$ cat src/rtl/uart_pkg.sv
// Shared constants for the parameterised UART: TX/RX state encodings and parity selectors.
package uart_pkg;

    localparam int unsigned PARITY_EVEN    = 0;
    localparam int unsigned PARITY_ODD_SEL = 1;

    localparam int unsigned ST_W = 3;

    localparam logic [2:0] TX_IDLE   = 3'd0;
    localparam logic [2:0] TX_START  = 3'd1;
    localparam logic [2:0] TX_DATA   = 3'd2;
    localparam logic [2:0] TX_PARITY = 3'd3;
    localparam logic [2:0] TX_STOP   = 3'd4;

    localparam logic [2:0] RX_IDLE      = 3'd0;
    localparam logic [2:0] RX_START     = 3'd1;
    localparam logic [2:0] RX_DATA      = 3'd2;
    localparam logic [2:0] RX_PARITY    = 3'd3;
    localparam logic [2:0] RX_STOP      = 3'd4;
    localparam logic [2:0] RX_WAIT_HIGH = 3'd5;

endpackage

$ cat src/rtl/uart_param_rx.sv
// UART receiver: 2-flop synchronizer, mid-bit sampling, frame/parity error reporting.
// Parity checking (and the PARITY_ODD parameter) exist only when UART_PARITY_EN is defined.
module uart_param_rx
    import uart_pkg::*;
#(
    parameter int unsigned DATA_W   = 8,
    parameter int unsigned BAUD_DIV = 16
`ifdef UART_PARITY_EN
    ,
    parameter int unsigned PARITY_ODD = 0
`endif
) (
    input  logic              clk,
    input  logic              rst,
    input  logic              rx,
    output logic [DATA_W-1:0] rx_data,
    output logic              rx_done,
    output logic              rx_frame_err,
    output logic              rx_parity_err
);

    localparam int unsigned CNT_W = $clog2(BAUD_DIV + 1);
    localparam int unsigned BIT_W = 4;
    localparam logic [CNT_W-1:0] HALF_CNT = CNT_W'(BAUD_DIV / 2);
    localparam logic [CNT_W-1:0] FULL_CNT = CNT_W'(BAUD_DIV);
`ifdef UART_PARITY_EN
    localparam logic PAR_ODD_L = (PARITY_ODD == PARITY_ODD_SEL);
`endif

    logic              rx_meta_q, rx_sync_q, rx_prev_q;
    logic [ST_W-1:0]   state_q, state_d;
    logic [CNT_W-1:0]  cnt_q, cnt_d;
    logic [BIT_W-1:0]  bit_q, bit_d;
    logic [DATA_W-1:0] shift_q, shift_d;
    logic [DATA_W-1:0] data_q, data_d;
    logic              done_q, done_d;
    logic              ferr_q, ferr_d;
`ifdef UART_PARITY_EN
    logic              perr_pend_q, perr_pend_d;
    logic              perr_q, perr_d;
`endif

    // Synchronizer plus one history flop for falling-edge detection.
    always_ff @(posedge clk) begin
        if (rst) begin
            rx_meta_q <= 1'b1;
            rx_sync_q <= 1'b1;
            rx_prev_q <= 1'b1;
        end else begin
            rx_meta_q <= rx;
            rx_sync_q <= rx_meta_q;
            rx_prev_q <= rx_sync_q;
        end
    end

    // cnt_q counts cycles since the last sample point (or since the start edge).
    always_comb begin
        state_d = state_q;
        cnt_d   = cnt_q + CNT_W'(1);
        bit_d   = bit_q;
        shift_d = shift_q;
        data_d  = data_q;
        done_d  = 1'b0;
        ferr_d  = ferr_q;
`ifdef UART_PARITY_EN
        perr_pend_d = perr_pend_q;
        perr_d      = perr_q;
`endif
        case (state_q)
            RX_IDLE: begin
                cnt_d = CNT_W'(1);
                if (rx_prev_q && !rx_sync_q) begin
                    state_d = RX_START;
                end
            end
            RX_START: begin
                if (cnt_q == HALF_CNT) begin
                    cnt_d   = CNT_W'(1);
                    bit_d   = '0;
                    state_d = rx_sync_q ? RX_IDLE : RX_DATA;
                end
            end
            RX_DATA: begin
                if (cnt_q == FULL_CNT) begin
                    cnt_d   = CNT_W'(1);
                    shift_d = {rx_sync_q, shift_q[DATA_W-1:1]};
                    if (bit_q == BIT_W'(DATA_W - 1)) begin
`ifdef UART_PARITY_EN
                        state_d = RX_PARITY;
`else
                        state_d = RX_STOP;
`endif
                    end else begin
                        bit_d = bit_q + BIT_W'(1);
                    end
                end
            end
`ifdef UART_PARITY_EN
            RX_PARITY: begin
                if (cnt_q == FULL_CNT) begin
                    cnt_d       = CNT_W'(1);
                    perr_pend_d = (^shift_q) ^ rx_sync_q ^ PAR_ODD_L;
                    state_d     = RX_STOP;
                end
            end
`endif
            RX_STOP: begin
                if (cnt_q == FULL_CNT) begin
                    data_d  = shift_q;
                    done_d  = 1'b1;
                    ferr_d  = ~rx_sync_q;
`ifdef UART_PARITY_EN
                    perr_d  = perr_pend_q;
`endif
                    state_d = rx_sync_q ? RX_IDLE : RX_WAIT_HIGH;
                end
            end
            RX_WAIT_HIGH: begin
                if (rx_sync_q) begin
                    state_d = RX_IDLE;
                end
            end
            default: state_d = RX_IDLE;
        endcase
    end

    always_ff @(posedge clk) begin
        if (rst) begin
            state_q <= RX_IDLE;
            cnt_q   <= '0;
            bit_q   <= '0;
            shift_q <= '0;
            data_q  <= '0;
            done_q  <= 1'b0;
            ferr_q  <= 1'b0;
`ifdef UART_PARITY_EN
            perr_pend_q <= 1'b0;
            perr_q      <= 1'b0;
`endif
        end else begin
            state_q <= state_d;
            cnt_q   <= cnt_d;
            bit_q   <= bit_d;
            shift_q <= shift_d;
            data_q  <= data_d;
            done_q  <= done_d;
            ferr_q  <= ferr_d;
`ifdef UART_PARITY_EN
            perr_pend_q <= perr_pend_d;
            perr_q      <= perr_d;
`endif
        end
    end

    assign rx_data      = data_q;
    assign rx_done      = done_q;
    assign rx_frame_err = ferr_q;
`ifdef UART_PARITY_EN
    assign rx_parity_err = perr_q;
`else
    assign rx_parity_err = 1'b0;
`endif

endmodule

$ cat src/rtl/uart_param_core.sv
// Parameterised full-duplex UART: inline transmitter FSM plus uart_param_rx receiver.
// Optional parity bit is compiled in by defining UART_PARITY_EN.
module uart_param_core
    import uart_pkg::*;
#(
    parameter int unsigned DATA_W     = 8,
    parameter int unsigned BAUD_DIV   = 16,
    parameter int unsigned STOP_BITS  = 1,
    parameter int unsigned PARITY_ODD = 0
) (
    input  logic              clk,
    input  logic              rst,
    input  logic [DATA_W-1:0] tx_data,
    input  logic              tx_start,
    output logic              tx,
    output logic              tx_busy,
    output logic              tx_done,
    input  logic              rx,
    output logic [DATA_W-1:0] rx_data,
    output logic              rx_done,
    output logic              rx_frame_err,
    output logic              rx_parity_err
);

    localparam int unsigned CNT_W = $clog2(BAUD_DIV);
    localparam int unsigned BIT_W = 4;
`ifdef UART_PARITY_EN
    localparam logic PAR_ODD_L = (PARITY_ODD == PARITY_ODD_SEL);
`endif

    // Reject parameter sets the datapath is not sized for.
    if (DATA_W < 5 || DATA_W > 9 || BAUD_DIV < 4 || (BAUD_DIV % 2) != 0 ||
        STOP_BITS < 1 || STOP_BITS > 2 ||
        (PARITY_ODD != PARITY_EVEN && PARITY_ODD != PARITY_ODD_SEL)) begin : g_bad_cfg
        $error("uart_param_core: illegal parameter combination");
    end

    logic [ST_W-1:0]   tx_state_q, tx_state_d;
    logic [CNT_W-1:0]  tx_cnt_q, tx_cnt_d;
    logic [BIT_W-1:0]  tx_bit_q, tx_bit_d;
    logic [DATA_W-1:0] tx_shift_q, tx_shift_d;
    logic              tx_q, tx_d;
    logic              tx_busy_q, tx_busy_d;
    logic              tx_done_q, tx_done_d;
    logic              tx_baud_end;
`ifdef UART_PARITY_EN
    logic              tx_par_q, tx_par_d;
`endif

    assign tx_baud_end = (tx_cnt_q == CNT_W'(BAUD_DIV - 1));

    // tx_q always holds the level of the bit currently on the line.
    always_comb begin
        tx_state_d = tx_state_q;
        tx_cnt_d   = tx_cnt_q;
        tx_bit_d   = tx_bit_q;
        tx_shift_d = tx_shift_q;
        tx_d       = tx_q;
        tx_busy_d  = tx_busy_q;
        tx_done_d  = 1'b0;
`ifdef UART_PARITY_EN
        tx_par_d   = tx_par_q;
`endif
        if (tx_state_q != TX_IDLE) begin
            tx_cnt_d = tx_baud_end ? '0 : tx_cnt_q + CNT_W'(1);
        end
        case (tx_state_q)
            TX_IDLE: begin
                if (tx_start) begin
                    tx_state_d = TX_START;
                    tx_cnt_d   = '0;
                    tx_shift_d = tx_data;
                    tx_d       = 1'b0;
                    tx_busy_d  = 1'b1;
`ifdef UART_PARITY_EN
                    tx_par_d   = (^tx_data) ^ PAR_ODD_L;
`endif
                end
            end
            TX_START: begin
                if (tx_baud_end) begin
                    tx_state_d = TX_DATA;
                    tx_bit_d   = '0;
                    tx_d       = tx_shift_q[0];
                end
            end
            TX_DATA: begin
                if (tx_baud_end) begin
                    if (tx_bit_q == BIT_W'(DATA_W - 1)) begin
`ifdef UART_PARITY_EN
                        tx_state_d = TX_PARITY;
                        tx_d       = tx_par_q;
`else
                        tx_state_d = TX_STOP;
                        tx_bit_d   = '0;
                        tx_d       = 1'b1;
`endif
                    end else begin
                        tx_bit_d   = tx_bit_q + BIT_W'(1);
                        tx_shift_d = tx_shift_q >> 1;
                        tx_d       = tx_shift_q[1];
                    end
                end
            end
`ifdef UART_PARITY_EN
            TX_PARITY: begin
                if (tx_baud_end) begin
                    tx_state_d = TX_STOP;
                    tx_bit_d   = '0;
                    tx_d       = 1'b1;
                end
            end
`endif
            TX_STOP: begin
                if (tx_baud_end) begin
                    if (tx_bit_q == BIT_W'(STOP_BITS - 1)) begin
                        tx_state_d = TX_IDLE;
                        tx_busy_d  = 1'b0;
                        tx_done_d  = 1'b1;
                    end else begin
                        tx_bit_d = tx_bit_q + BIT_W'(1);
                    end
                end
            end
            default: begin
                tx_state_d = TX_IDLE;
                tx_d       = 1'b1;
                tx_busy_d  = 1'b0;
            end
        endcase
    end

    always_ff @(posedge clk) begin
        if (rst) begin
            tx_state_q <= TX_IDLE;
            tx_cnt_q   <= '0;
            tx_bit_q   <= '0;
            tx_shift_q <= '0;
            tx_q       <= 1'b1;
            tx_busy_q  <= 1'b0;
            tx_done_q  <= 1'b0;
`ifdef UART_PARITY_EN
            tx_par_q   <= 1'b0;
`endif
        end else begin
            tx_state_q <= tx_state_d;
            tx_cnt_q   <= tx_cnt_d;
            tx_bit_q   <= tx_bit_d;
            tx_shift_q <= tx_shift_d;
            tx_q       <= tx_d;
            tx_busy_q  <= tx_busy_d;
            tx_done_q  <= tx_done_d;
`ifdef UART_PARITY_EN
            tx_par_q   <= tx_par_d;
`endif
        end
    end

    assign tx      = tx_q;
    assign tx_busy = tx_busy_q;
    assign tx_done = tx_done_q;

    uart_param_rx #(
        .DATA_W     (DATA_W),
        .BAUD_DIV   (BAUD_DIV)
`ifdef UART_PARITY_EN
        ,
        .PARITY_ODD (PARITY_ODD)
`endif
    ) u_rx (
        .clk           (clk),
        .rst           (rst),
        .rx            (rx),
        .rx_data       (rx_data),
        .rx_done       (rx_done),
        .rx_frame_err  (rx_frame_err),
        .rx_parity_err (rx_parity_err)
    );

endmodule
$ cat config.mk
export PLATFORM = sky130hd
export DESIGN_NAME = uart_param_core
export DESIGN_NICKNAME = d
export VERILOG_FILES = /design/src/rtl/uart_pkg.sv /design/src/rtl/uart_param_rx.sv /design/src/rtl/uart_param_core.sv
export SDC_FILE = /design/constraint.sdc
export NUM_CORES = 1
export LEC_CHECK = 0
export CORE_AREA = 2 2 74 76
export CTS_CLUSTER_SIZE = 40
export DETAILED_ROUTE_END_ITERATION = 8
export DIE_AREA = 0 0 76 78
export DONT_BUFFER_PORTS = 1
export GPL_TIMING_DRIVEN = 0
export HOLD_SLACK_MARGIN = 0.02
export PLACE_DENSITY = 0.68
export SLEW_MARGIN = 10
export SYNTH_ARGS = -nofsm -noshare
export SYNTH_HDL_FRONTEND = slang
export SYNTH_SLANG_ARGS = --single-unit
$ cat constraint.sdc
create_clock -name clk -period 2.08 [get_ports clk]
set_clock_uncertainty 0.05 [all_clocks]
set_input_delay 0.208 -clock clk [delete_from_list [all_inputs] [get_ports clk]]
set_output_delay 0.208 -clock clk [all_outputs]
set_load 0.02 [all_outputs]
==> run metrics, run 1 <==
status completed; DRT iter0 DRCs 127; Antenna Cells 0; final hold vios 0; clock sinks 55; final-stage net count 325; Post-Synthesis Cell Area 0.002695 mm²; Remaining DRCs 0; H-tree depth 2; # setup viols final 0; row count 26; TritonCTS clock tree built; P_sw 687.2 µW; global-route wire length before repair 9225 µm; Slew @ Worst Pin 0.5539 ns; Yosys top cell area share 0.4085; Chip Width 76 µm; Ports 26; crit path DAT 2.11 ns; initial antenna violation count 0; Worst Setup End Kind register; sequential share of the synthesized area 0.4085; Die Ht 78 µm; Yosys cell types 60; worst relative slew slack 0.6307; clock power share 0.281; die area 0.005928 mm²; Pwr Density 792.2 mW/mm²; setup_tns 0 ns; Final min period 1.950 ns; Area Overhead vs Synth 7.800%; CP Data Required Time 2.24 ns; Final Util 0.5762; switching fraction of total power 0.2986; max incr delay on CP 0.37 ns; CTS Buf Count 5; RSZ-0062 raised after global routing false; CP Max Fanout 4; Final GP Congestion 0.8380; clock latency on the worst-skew pair 0.31 ns; R2R Path Start tx_bit_q[0]; drt wl/cell 13.83 µm; Reg power frac 0.509; Initial Util 0.5345; WL final 5228 µm; Crit-path slowest cell nor3b_1; vias in the first global route 2056; Reg clk slew, reported paths 0.11 ns; layout cells sized above 1 0.1201; GRT overflow 0; core box area 0.005042 mm²; P_int 1614 µW; post-synth net total 316; Max Cap Viol 0; FF-to-FF End tx_state_q[1]; Leak Pwr 0.001049 µW; CP Launch Type register; Comb pwr share 0.210; flop and latch count out of synthesis 55; Min-Delay Path Class in2reg; Ys Warns 0; PortBufs 0; synth top area cells dfxtp_1, a21oi_1, mux2i_1; worst r2r path cells 6; GRT Overall Usage 0.1875; worst vdd ir 0.5896 mV; Post-synth EDFFs 0; crit path kind reg2reg; worst setup path endpoint tx_state_q[1]; post-DR vias/cell 5.746; post-route ant nets 0; Final Max Slew Viols 0; largest net degree at the start of global routing 19; Synth Flop Type dfxtp_1; Synth area leader dfxtp_1; Post-Synthesis Cells 298; synthesized area per cell 9.044 µm²; fmax 512.8 MHz; critical-path cell list inv_1 > ha_1 > nor3b_1 > o22ai_1 > a221oi_2 > mux2_1; fin crit share 0.9376; drt pass-1 iters 4; CP Launch Point tx_bit_q[0]; Root Buffer Master clkbuf_8; reg2reg setup slack 0.13 ns; vias post-DR 2172; hpwl dp 3614 µm; ys async rst share 0; Clock Tree Buf Depth 2
## repair_timing
action / 4_1_cts / 5_1_grt
resized for setup: 0 / 0
buffers inserted: 0 / 0
hold buffers: 2 / 0
hold endpoints to repair: 2 / 0
## power by group through the flow
stage	combinational [µW]	sequential, µW	clock [µW]
floorplan	400	1190	0
global placement	473	1200	0
detailed placement	479	1200	0
CTS	484	1170	673
global route	542	1180	713
finish	482	1170	646
## stage by stage
step | area (µm²) | setup slack, ns | instances | hold slack (ns) | total power [µW]
2_1_floorplan | 2695 | 0.3326 | 298 | 0.2618 | 1586
3_3_place_gp | 2783 | 0.1732 | 368 | 0.2631 | 1669
3_5_place_dp | 2783 | 0.1560 | 368 | 0.2643 | 1677
4_1_cts | 2905 | 0.1356 | 378 | 0.02268 | 2330
5_1_grt | 2905 | 0.01038 | 378 | 0.03418 | 2439
6_report | 2905 | 0.1297 | 378 | 0.02837 | 2301
## layout make-up
cell class	instances	area, µm²
Fill cell	464	2137
Clock buffer	6	82.58
Tap cell	70	87.58
Multi-Input combinational cell	213	1424
Clock inverter	2	20.02
Inverter	9	33.78
Sequential cell	55	1101
Timing Repair Buffer	2	20.02
Buffer	21	136.4
## how the worst min path moves through the flow
stage                  start        endpoint  slack [ns]  depth (start not counted)
floorplan                 rx  u_rx.rx_meta_q        0.26                          1
global placement          rx  u_rx.rx_meta_q        0.26                          1
detailed placement        rx  u_rx.rx_meta_q        0.26                          1
CTS                      rst   tx_state_q[2]        0.02                          2
global route             rst   tx_state_q[2]        0.03                          2
finish              tx_start     tx_cnt_q[1]        0.03                          2
## cells in the final DEF, fill, tap and decap left out, drive strengths merged, types with 5 or more instances in the layout
cell	n
nand2	13
nand3b	5
inv	10
nand3	16
a21oi	33
buf	14
nor3b	6
a311oi	7
dfxtp	55
ha	6
nor3	7
o21ai	15
mux2i	16
clkbuf	13
nor2	20
or2	5
## synthesized netlist by cell type, types with 5 or more instances
| cell type | count |
|---|---|
| mux2i_1 | 16 |
| clkbuf_1 | 7 |
| o21ai_0 | 14 |
| a21oi_1 | 33 |
| nor3_1 | 7 |
| ha_1 | 6 |
| inv_1 | 8 |
| nand2_1 | 13 |
| nor2_1 | 20 |
| nand3_1 | 16 |
| buf_4 | 6 |
| dfxtp_1 | 55 |
| nand3b_1 | 5 |
| a311oi_1 | 7 |
## per-layer routing
metal,share of wire,track usage
met5,0,0
met4,0.0096,0.05636
met3,0.035,0.03837
met2,0.46,0.3080
met1,0.49,0.2498
## flip-flops by register name, indices dropped and copies added, names as in the netlist
signal and count:
u_rx.rx_frame_err 1, tx_done 1, tx_bit_q 4, u_rx.state_q 3
u_rx.cnt_q 5, tx_shift_q 8, tx 1, tx_busy 1
u_rx.rx_meta_q 1, u_rx.rx_data 8, tx_cnt_q 4, u_rx.rx_done 1
u_rx.bit_q 4, tx_state_q 3, u_rx.shift_q 8, u_rx.rx_prev_q 1
u_rx.rx_sync_q 1
## worst max-delay path, delay by kind of cell, from the launching register on
kind                     cells  cell delay [ns]
multiplexers                 1             0.35
AND/OR/NAND/NOR              1             0.37
AO/OA/AOI/OAI                2             0.51
buffers and inverters        1             0.09
flip-flops                   1             0.35
adder cells (fa/ha/maj)      1             0.15
## kinds of logic after synthesis
kind of cell               Yosys count  share of synthesized area
AOI/OAI and AO/OA                   78                     0.1838
muxes                               18                    0.06778
adders and majority gates            6                    0.02785
xor gates and xnor gates             5                    0.01625
DFF                                 55                     0.4085
and+or+nand+nor                    105                     0.2312
buffers and inverters               30                    0.06314
other                                1                   0.001391
Power figures use the tool's default switching activity.
==> run 2, diff against run 1 <==
--- a/config.mk
+++ b/config.mk
@@ -10,7 +10,6 @@
 export DETAILED_ROUTE_END_ITERATION = 8
 export DIE_AREA = 0 0 76 78
 export DONT_BUFFER_PORTS = 1
-export GPL_TIMING_DRIVEN = 0
 export HOLD_SLACK_MARGIN = 0.02
 export PLACE_DENSITY = 0.68
 export SLEW_MARGIN = 10
==> run metrics, run 2 (same netlist as run 1, synthesis figures left out) <==
hold endpoint tx_state_q[2]; CP Data Required Time 2.27 ns; commonest non-fill, non-tap cell in the layout dfxtp_1; Remaining DRCs 0; Leak Pwr 0.001006 µW; Final Max Slew Viols 0; Initial Util 0.5345; RSZ-0062 raised after global routing false; CP Max Fanout 11; setup_tns 0 ns; row count 26; total power 2262 µW; CP Launch Type register; worst r2r path cells 6; Pwr Density 795.6 mW/mm²; hpwl dp 3191 µm; min-delay src rst; post-route ant nets 0; status completed; crit path kind reg2reg; Placed Area 0.002704 mm²; most frequent cells in the layout dfxtp_1, a21oi_1, nor2_1; # setup viols final 0; global-route wire length before repair 8776 µm; clock latency on the worst-skew pair 0.30 ns; TritonCTS clock tree built; Antenna Cells 0; largest net degree at the start of global routing 53; PortBufs 0; DRT iter0 DRCs 128; drt pass-1 iters 5; Area Overhead vs Synth 5.478%; drt wl/cell 13.54 µm; GRT overflow 0; core box area 0.005042 mm²; filler cell count 488; post-DR vias/cell 5.742; reg2reg setup slack 0.19 ns; final instance area 0.002843 mm²; H-tree depth 2; final-stage net count 312; Die Ht 78 µm; final hold vios 0; Chip Width 76 µm; layout cells sized above 1 0.1085; vias in the first global route 1894; Max Cap Viol 0; Root Buffer Master clkbuf_8; Final Util 0.5638; clock sinks 55; crit path DAT 2.08 ns; R2R Path Start u_rx.cnt_q[0]; vias post-DR 2096; Min-Delay Path Class in2reg; Ports 26; Reg clk slew, reported paths 0.10 ns; GRT Overall Usage 0.1771; WL final 4941 µm; fmax 527.7 MHz; CTS Buf Count 5; FF-to-FF End u_rx.rx_frame_err; Worst Setup End Kind register; worst vdd ir 0.5070 mV; initial antenna violation count 0; Clock Tree Buf Depth 2; fin crit share 0.9110; Final min period 1.895 ns; Final GP Congestion 0.7959; WHS Path Cells 2; die area 0.005928 mm²
## run 2: metrics by stage
| step | hold WS, ns | cells | setup slack [ns] |
|---|---|---|---|
| after floorplan | 0.2618 | 298 | 0.3326 |
| after global placement | 0.2340 | 354 | 0.2869 |
| after detailed placement | 0.2355 | 354 | 0.1914 |
| after CTS | 0.02611 | 365 | 0.1651 |
| after global routing | 0.03663 | 365 | 0.06341 |
| final | 0.02559 | 365 | 0.1850 |
## run 2: routing by layer
layer	global-route usage	wire length [µm]	up-vias
li1	-	-	1085
met1	0.2349	2552	972
met2	0.2875	2169	34
met3	0.04186	161	5
met4	0.05455	58	0
met5	0	0	-
## run 2: what timing repair did
action / 4_1_cts / 5_1_grt
resized for setup: 0 / 0
endpoints found under the hold margin: 52 / 0
hold buffers: 3 / 0
buffers inserted: 0 / 0
## run 2: power by group
part | internal, µW | switching (µW) | leakage, µW | total [µW]
Clock | 273 | 352 | 0.0000474 | 625
Sequential | 1120 | 85.5 | 0.000447 | 1200
Combinational | 206 | 229 | 0.000512 | 435
## run 2: worst max-delay path by stage
stage | start | to | slack, ns | depth (start not counted)
floorplan | tx_bit_q[0] | tx_state_q[1] | 0.33 | 6
global placement | u_rx.cnt_q[0] | u_rx.rx_frame_err | 0.29 | 6
detailed placement | u_rx.cnt_q[0] | u_rx.rx_frame_err | 0.19 | 6
CTS | u_rx.cnt_q[0] | u_rx.rx_frame_err | 0.17 | 6
global route | u_rx.cnt_q[0] | u_rx.rx_frame_err | 0.06 | 6
finish | u_rx.cnt_q[0] | u_rx.rx_frame_err | 0.19 | 6
## run 2: layout make-up
cell class / count / area, µm² / area share
Clock buffer: 6 / 82.58 / 0.02905
Clock inverter: 2 / 16.27 / 0.005722
Inverter: 9 / 33.78 / 0.01188
Multi-Input combinational cell: 213 / 1429 / 0.5026
Sequential cell: 55 / 1101 / 0.3873
Tap cell: 70 / 87.58 / 0.03081
Timing Repair Buffer: 10 / 92.59 / 0.03257
## run 2: worst max-delay path, cell delays in order, from the launching register on
cell       delay, ns
dfxtp_1         0.33
inv_1           0.09
ha_1            0.24
nand4bb_4       0.18
or4_4           0.57
or2_0           0.25
a21oi_1         0.13
==> run 3, diff against run 2 <==
--- a/config.mk
+++ b/config.mk
@@ -5,14 +5,17 @@
 export SDC_FILE = /design/constraint.sdc
 export NUM_CORES = 1
 export LEC_CHECK = 0
-export CORE_AREA = 2 2 74 76
+export CORE_AREA = 2 2 73 75
 export CTS_CLUSTER_SIZE = 40
 export DETAILED_ROUTE_END_ITERATION = 8
-export DIE_AREA = 0 0 76 78
+export DIE_AREA = 0 0 75 77
 export DONT_BUFFER_PORTS = 1
 export HOLD_SLACK_MARGIN = 0.02
 export PLACE_DENSITY = 0.68
+export RECOVER_POWER = 100
 export SLEW_MARGIN = 10
 export SYNTH_ARGS = -nofsm -noshare
 export SYNTH_HDL_FRONTEND = slang
+export SYNTH_HIERARCHICAL = 1
 export SYNTH_SLANG_ARGS = --single-unit
+export TNS_END_PERCENT = 1
==> run metrics, run 3 <==
most numerous cell in the Yosys netlist dfxtp_1; GRT Overall Usage 0.1904; largest net degree at the start of global routing 52; Min-Delay Path Class in2reg; P_int 1420 µW; setup_tns 0 ns; drt wl/cell 13.68 µm; commonest non-fill, non-tap cell in the layout dfxtp_1; vias in the first global route 1997; GRT overflow 0; Hold-fix buffers, CTS 4; crit path DAT 2.04 ns; R2R Path Start tx_state_q[2]; placed insts 357; Post-Synthesis Cells 301; filler cell count 467; CP Data Required Time 2.27 ns; hpwl dp 3317 µm; CTS Buf Count 5; final-stage net count 316; Final GP Congestion 0.8031; H-tree depth 2; core box area 0.004977 mm²; Synth Flop Type dfxtp_1; status completed; vias post-DR 2091; max incr delay on CP 0.64 ns; final hold vios 0; clock power share 0.324; post-synth net total 319; Die Ht 77 µm; crit-path leading delay family simple AND/OR/NAND/NOR gates; Final Max Slew Viols 0; clock sinks 55; Synth area leader dfxtp_1; CP Max Fanout 12; drt pass-1 iters 4; worst relative slew slack 0.6120; reg2reg setup slack 0.23 ns; Max Cap Viol 0; Yosys top cell area share 0.4186; Pwr Density 699.8 mW/mm²; clock latency on the worst-skew pair 0.32 ns; Setup WS pre-CTS 0.2747 ns; critical-path cell list or3b_1 > o21ai_1 > a211oi_1 > o21ai_0; post-route ant nets 0; Crit path buffers/inverters 0; TritonCTS clock tree built; Ys Warns 6; Reg power frac 0.581; synth top area cells dfxtp_1, a21oi_1, mux2i_1; post-DR vias/cell 5.667; FF-to-FF End tx_bit_q[3]; Clock Tree Buf Depth 2; DRT iter0 DRCs 101; worst r2r path cells 4; Crit-path slowest cell or3b_1; Finished Layout Cells 369; initial antenna violation count 0; P_sw 520.9 µW; CP Launch Point tx_state_q[2]; global-route wire length before repair 8811 µm; sequential share of the synthesized area 0.4186; worst setup path endpoint tx_bit_q[3]; worst vdd ir 0.3545 mV; post-CTS setup buffers 0; Initial Util 0.5284; PortBufs 0; Post-synth EDFFs 0; Leak Pwr 0.001063 µW; Final WS setup 0.2289 ns; crit path kind reg2reg; fin crit share 0.8900; ys async rst share 0; Root Buffer Master clkbuf_8; layout cells sized above 1 0.07692; RSZ-0062 raised after global routing false; Slew @ Worst Pin 0.5776 ns; Post-Synthesis Cell Area 0.002630 mm²; # setup viols final 0; fmax 540.2 MHz; Commonest cells post-synth dfxtp_1, a21oi_1, nor2_1, nand2_1, mux2i_1; switching fraction of total power 0.2684; Final min period 1.851 ns; row count 26; WL final 5048 µm; cts repair resizes 0; Antenna Cells 0; Yosys cell types 54; CP Launch Type register; synthesized area per cell 8.738 µm²; Remaining DRCs 0; most frequent cells in the layout dfxtp_1, a21oi_1, nor2_1; Chip Width 75 µm; Reg clk slew, reported paths 0.10 ns; Worst Setup End Kind register; Crit. path cell count 4; Ports 26; Comb pwr share 0.096; flop and latch count out of synthesis 55; Area Overhead vs Synth 5.471%; die area 0.005775 mm²; Min Hold Slack 0.07322 ns
-- run 3: changes by cell type after synthesis, moves of 3 or more --
cell	previous run	this run
buf_2	4	7
o21ai_0	14	10
nand3_1	16	8
inv_1	8	11
nand2_1	13	27
a21oi_1	33	38
buf_4	6	3
nor2_1	20	28
-- run 3: cells by family (layout without fill, tap and decap cells) --
group | Yosys count | in the layout | share of synthesized area
fa+ha+maj | 6 | 6 | 0.02854
compound gates | 80 | 80 | 0.1960
xor+xnor | 4 | 4 | 0.01332
other cells | 1 | 1 | 0.001426
buf+inv | 30 | 28 | 0.06184
flops | 55 | 55 | 0.4187
simple gates | 110 | 110 | 0.2231
mux | 15 | 15 | 0.05709
-- run 3: power by group through the flow --
| stage | logic [µW] | clock network [µW] | registers (µW) |
|---|---|---|---|
| after global routing | 211 | 678 | 1130 |
| final | 186 | 628 | 1130 |
| after CTS | 187 | 653 | 1130 |
| after floorplan | 175 | 0 | 1130 |
| after detailed placement | 163 | 0 | 1150 |
| after global placement | 159 | 0 | 1150 |
-- run 3: metrics by stage --
step	total power, µW	instance area (µm²)	utilization
global placement	1309	2634	0.5292
finish	1941	2774	0.5573
global route	2023	2774	0.5573
floorplan	1305	2630	-
CTS	1967	2781	0.5588
detailed placement	1314	2634	0.5292
-- run 3: layer usage --
metal	track usage	up-vias	share of wire
li1	-	1076	-
met2	0.3044	32	0.47
met4	0.06250	0	0.012
met3	0.04599	7	0.032
met1	0.2482	976	0.49
met5	0	-	0
-- run 3: how the worst min path moves through the flow --
stage                         from       endpoint  slack, ns  depth (start not counted)
after floorplan                rst             tx       0.26                          1
after global placement         rst  tx_shift_q[7]       0.23                          1
after detailed placement       rst  tx_shift_q[7]       0.23                          1
final                     tx_start  tx_state_q[0]       0.07                          2
after global routing      tx_start  tx_state_q[0]       0.08                          2
after CTS                      rst    tx_bit_q[3]       0.03                          3
-- run 3: final cells by class --
class                   count  area [µm²]  share of cell area
repair buffers              9       85.08             0.03067
clock buffers               5       68.82             0.02481
multi-input cells         216        1361              0.4908
clock inverters             3       28.78             0.01037
flip-flops and latches     55        1101              0.3969
inverters                  11       41.29             0.01488
well taps                  70       87.58             0.03157
